--- src/rtl/rectangle128_key_ctrl.sv ---
// RECTANGLE-128 round-key controller: accepts a master key, drives an external
// subkey generator, stores its 26 round keys and serves single-cycle reads.
module rectangle128_key_ctrl (
    input  logic        Clk,
    input  logic        Rst,
    input  logic        key_valid,
    output logic        key_ready,
    input  logic [63:0] key0,
    input  logic [63:0] key1,
    output logic [63:0] gen_key0,
    output logic [63:0] gen_key1,
    output logic        gen_clear,
    output logic        gen_en,
    input  logic        gen_we,
    input  logic [4:0]  gen_waddr,
    input  logic [63:0] gen_keyin,
    input  logic        rk_req,
    input  logic [4:0]  rk_idx,
    output logic        rk_ack,
    output logic [63:0] rk_data,
    output logic        rk_err,
    output logic        keys_valid,
    output logic        busy
);

    localparam int          NUM_RK  = 26;
    localparam logic [4:0]  LAST_RK = 5'd25;

    typedef enum logic [1:0] {
        IDLE   = 2'd0,
        CLEAR  = 2'd1,
        EXPAND = 2'd2,
        READY  = 2'd3
    } state_t;

    state_t      r_state;
    logic        r_key_ready;
    logic        r_gen_en;
    logic        r_busy;
    logic        r_keys_valid;
    logic [63:0] r_gen_key0;
    logic [63:0] r_gen_key1;
    logic        r_rk_ack;
    logic        r_rk_err;
    logic [63:0] r_rk_data;

    // Round-key store; never reset, guarded by keys_valid/READY instead.
    logic [63:0] r_store [NUM_RK];

    logic w_accept;
    logic w_wr;
    logic w_wr_last;
    logic w_rd;
    logic w_idx_bad;

    assign w_accept  = key_valid && r_key_ready;
    assign w_wr      = (r_state == EXPAND) && gen_we && (gen_waddr <= LAST_RK);
    assign w_wr_last = w_wr && (gen_waddr == LAST_RK);
    assign w_rd      = (r_state == READY) && rk_req;
    assign w_idx_bad = rk_idx > LAST_RK;

    always_ff @(posedge Clk) begin
        if (w_wr) begin
            r_store[gen_waddr] <= gen_keyin;
        end
    end

    always_ff @(posedge Clk) begin
        if (Rst) begin
            r_state      <= IDLE;
            r_key_ready  <= 1'b1;
            r_gen_en     <= 1'b0;
            r_busy       <= 1'b0;
            r_keys_valid <= 1'b0;
            r_gen_key0   <= '0;
            r_gen_key1   <= '0;
            r_rk_ack     <= 1'b0;
            r_rk_err     <= 1'b0;
            r_rk_data    <= '0;
        end else begin
            // Read response: a read and a key accept in the same READY cycle
            // still see the old store, since the store only changes in EXPAND.
            r_rk_ack  <= w_rd;
            r_rk_err  <= w_rd && w_idx_bad;
            r_rk_data <= (w_rd && !w_idx_bad) ? r_store[rk_idx] : '0;

            case (r_state)
                IDLE, READY: begin
                    if (w_accept) begin
                        r_gen_key0   <= key0;
                        r_gen_key1   <= key1;
                        r_keys_valid <= 1'b0;
                        r_key_ready  <= 1'b0;
                        r_state      <= CLEAR;
                    end
                end
                CLEAR: begin
                    r_gen_en <= 1'b1;
                    r_busy   <= 1'b1;
                    r_state  <= EXPAND;
                end
                EXPAND: begin
                    if (w_wr_last) begin
                        r_gen_en     <= 1'b0;
                        r_busy       <= 1'b0;
                        r_keys_valid <= 1'b1;
                        r_key_ready  <= 1'b1;
                        r_state      <= READY;
                    end
                end
                default: begin
                    r_state <= IDLE;
                end
            endcase
        end
    end

    // The generator is held cleared for the whole reset, not only in CLEAR.
    assign gen_clear  = Rst || (r_state == CLEAR);
    assign gen_en     = r_gen_en;
    assign key_ready  = r_key_ready;
    assign busy       = r_busy;
    assign keys_valid = r_keys_valid;
    assign gen_key0   = r_gen_key0;
    assign gen_key1   = r_gen_key1;
    assign rk_ack     = r_rk_ack;
    assign rk_err     = r_rk_err;
    assign rk_data    = r_rk_data;

endmodule

--- config.mk ---
export PLATFORM = sky130hd
export DESIGN_NAME = rectangle128_key_ctrl
export DESIGN_NICKNAME = d
export VERILOG_FILES = /design/src/rtl/rectangle128_key_ctrl.sv
export SDC_FILE = /design/constraint.sdc
export NUM_CORES = 2
export LEC_CHECK = 0
export ABC_AREA = 1
export BUFFER_PORTS_ARGS = -buffer_cell sky130_fd_sc_hd__buf_4
export CAP_MARGIN = 30
export CORE_MARGIN = 4
export CORE_UTILIZATION = 50
export DETAILED_ROUTE_END_ITERATION = 16
export PLACE_DENSITY = 0.76
export SYNTH_ARGS = -nofsm -noshare
export SYNTH_HDL_FRONTEND = slang
export SYNTH_SLANG_ARGS = --single-unit
--- constraint.sdc ---
create_clock -name Clk -period 7.9 [get_ports Clk]
set_clock_uncertainty 0.15 [all_clocks]
set_input_delay 0 -clock Clk [delete_from_list [all_inputs] [get_ports Clk]]
set_output_delay 0 -clock Clk [all_outputs]
set_load 0.02 [all_outputs]
==> results.txt <==
status: finished clean
Rows: 142
Worst Path Required: 8.51 ns
CP max FO: 63
Post-Layout Cell Count: 9854
post-synthesis xor/xnor area fraction: 0%
Final Max Tran Viols: 0
Post-Layout Inst Area: 0.0903 sq mm
RSZ-0062 raised after global routing: false
Design Power: 22.5 mW
VDD IR-drop max: 262 uV
Num CTS Buffers: 186
share of layout cells above drive strength 1: 10.5%
Tmin final: 4.40 ns
post-synth net total: 7223
Cell Pwr Density: 249 mW/mm^2
Sum Neg Setup Slack: 0 ns
worst setup margin: 3.50 ns
post-DR wirelength/cell: 22.4 um
# hold bufs at CTS: 371
syn_area_per_cell: 10.8 sq um
internal power: 16.8 mW
placed cell area: 0.0803 sq mm
post-synthesis adder-cell area fraction: 0.0664%
Post-Place Setup Slack: 3.98 ns
post-CTS resize count: 0
CTS Sinks: 1863
crit path DAT: 5.01 ns
vias in the first global route: 52700
Leakage Power: 35.7 nW
Antenna Violating Nets Remaining: 0
die width: 396 um
post-layout util: 60.3%
met2 Track Usage GR: 47.2%
Max-Cap Viols: 0
Setup CP Type: in -> reg
Core Region: 0.150 sq mm
register bit total from synthesis: 1863
HP Class: in -> reg
port bufs: 405
sequential area share after synthesis: 71.6%
fin crit share: 55.7%
vias per inst: 5.48
first drt pass iteration count: 6
CP startpoint kind: input pin
Clock Path Buffers: 3
routed via count: 54000
Ys Warns: 0
first-pass GRT wire length: 327000 um
switching share of power: 25.4%
Clk Latency, worst-skew pair: 0.84 ns
routing usage on met1: 34.2%
Post-CTS Setup Bufs: 0
final hold vios: 0
Die H: 396 um
compound-cell area share of the yosys netlist: 3.68%
max incr delay on CP: 0.85 ns
P_sw: 5.72 mW
busiest grt layer: met2
met3 Usage GRT: 5.02%
worst-margin pin slew: 1.08 ns
synthesis-to-finish area growth: 19.8%
mux cell area share after synthesis: 0%
critical path's slowest cell: buf_4
Slew headroom: 27.5%
total global routing overflow: 0
CTS H-Tree Depth: 4
Layout Nets: 7889
synth unique cells: 20
sequential share of power: 49.6%
CTS tree: done
Total GRT Usage: 27.6%
initial core utilization: 50.3%
Post-Synth Simple-Gate Area: 18.7%
Synth Cell Area: 0.0754 sq mm
Inst Count DP: 9127
largest net degree at the start of global routing: 232
Post-DP HPWL: 123000 um
Routed WL: 221000 um
Initial DRC Count: 6158
Root Driver: clkbuf_16
# IOs: 406
routability cong.: 0.930
worst hold slack: 0.0150 ns
number of fill cells: 11300
CP cell instances: dlygate4sd3_1, buf_8, inv_8, buf_4, buf_4, nand2_1, nand3_1, nand2_1, nand2_1, dlygate4sd3_1, nor2_1, dlygate4sd3_1, nor2_1, dlygate4sd3_1
die area: 0.157 sq mm
largest family of logic cells by synthesized area: simple AND/OR/NAND/NOR gates
most used cell, CP: dlygate4sd3_1
initial antenna violation count: 5
clock power share: 38.8%
final number of setup-violating endpoints: 0
Clk pin slew, worst setup/hold paths: 0.06 ns
CP Capture Type: flip-flop
Remaining DRCs: 0
Gate power share: 11.6%
Peak Freq: 227 MHz
Cells after Synth: 7012
==> power groups by stage <==
stage          logic (mW)  clock network (mW)  registers, mW
2_1_floorplan        1.03                   0           11.6
3_3_place_gp         2.39                   0           11.4
3_5_place_dp         2.41                   0           11.4
4_1_cts              2.58                8.82           11.2
5_1_grt              2.82                9.24           11.2
6_report             2.60                8.74           11.2
==> sequential cells by signal, indices dropped and copies added, names as in the netlist <==
signal	flops
r_store	1664
r_state	2
rk_err	1
key_ready	1
gen_key0	64
rk_data	64
keys_valid	1
busy	1
rk_ack	1
gen_key1	64
==> synthesized netlist by cell type <==
cell	count	area share [%]
nand3_1	746	5.0
a21oi_1	231	1.5
buf_6	10	0.15
clkbuf_1	173	0.86
or2_2	34	0.28
buf_4	24	0.24
ha_1	4	0.066
inv_1	719	3.6
nand2_1	2095	10
nor4_1	2	0.017
a21oi_2	1	0.012
edfxtp_1	1664	66
o21ai_0	225	1.5
inv_2	3	0.015
nand4_1	3	0.025
dfxtp_1	199	5.3
buf_1	34	0.17
buf_2	147	0.98
nor2_1	602	3.0
o21ai_1	96	0.64
==> kinds of logic after synthesis <==
family                     Yosys count
AOI/OAI and AO/OA                  553
adders and majority gates            4
buffers and inverters             1110
DFF                               1863
and+or+nand+nor                   3482
==> placed cells by master, fill, tap and decap left out, types with 15 or more instances in the layout <==
master         instances
a21oi_1              231
buf_4                466
clkbuf_1              53
clkbuf_16            189
clkbuf_8              15
clkinv_1              31
clkinv_2              26
dfxtp_1              199
dlygate4sd3_1        371
edfxtp_1            1664
inv_1                715
nand2_1             2095
nand3_1              745
nor2_1               576
nor2_4                26
o21ai_0              225
o21ai_1               96
or2_2                 34
==> worst paths after layout <==
check | from | endpoint | slack, ns | depth (start not counted)
setup / recovery | rk_idx[1] | rk_data[58] | 3.50 | 14
hold / removal | key1[37] | gen_key1[37] | 0.01 | 4
setup reg to reg | r_state[0] | r_store[2][56] | 3.89 | 9
hold reg to reg | gen_key0[23] | gen_key0[23] | 0.29 | 2
==> per-layer routing <==
metal	up-vias	routed length (um)
met3	532	20600
li1	24500	-
met5	-	16
met4	2	10500
met1	25900	79900
met2	3087	110000
==> critical path, delay by kind of cell <==
kind	cells	cell delay, ns
simple gates	6	0.53
buf+inv	8	4.43
==> cell type report <==
cell class / count / area, sq um / share of cell area, %
clock buffers: 253 / 5050 / 5.59
flip-flops and latches: 1863 / 54000 / 59.7
well taps: 2016 / 2520 / 2.79
inverters: 722 / 2740 / 3.03
multi-input cells: 4039 / 17100 / 19.0
clock inverters: 92 / 1050 / 1.17
repair buffers: 866 / 7880 / 8.72
diodes: 3 / 7.51 / 0.00831
Note: power is estimated with default switching activity, not from simulation.
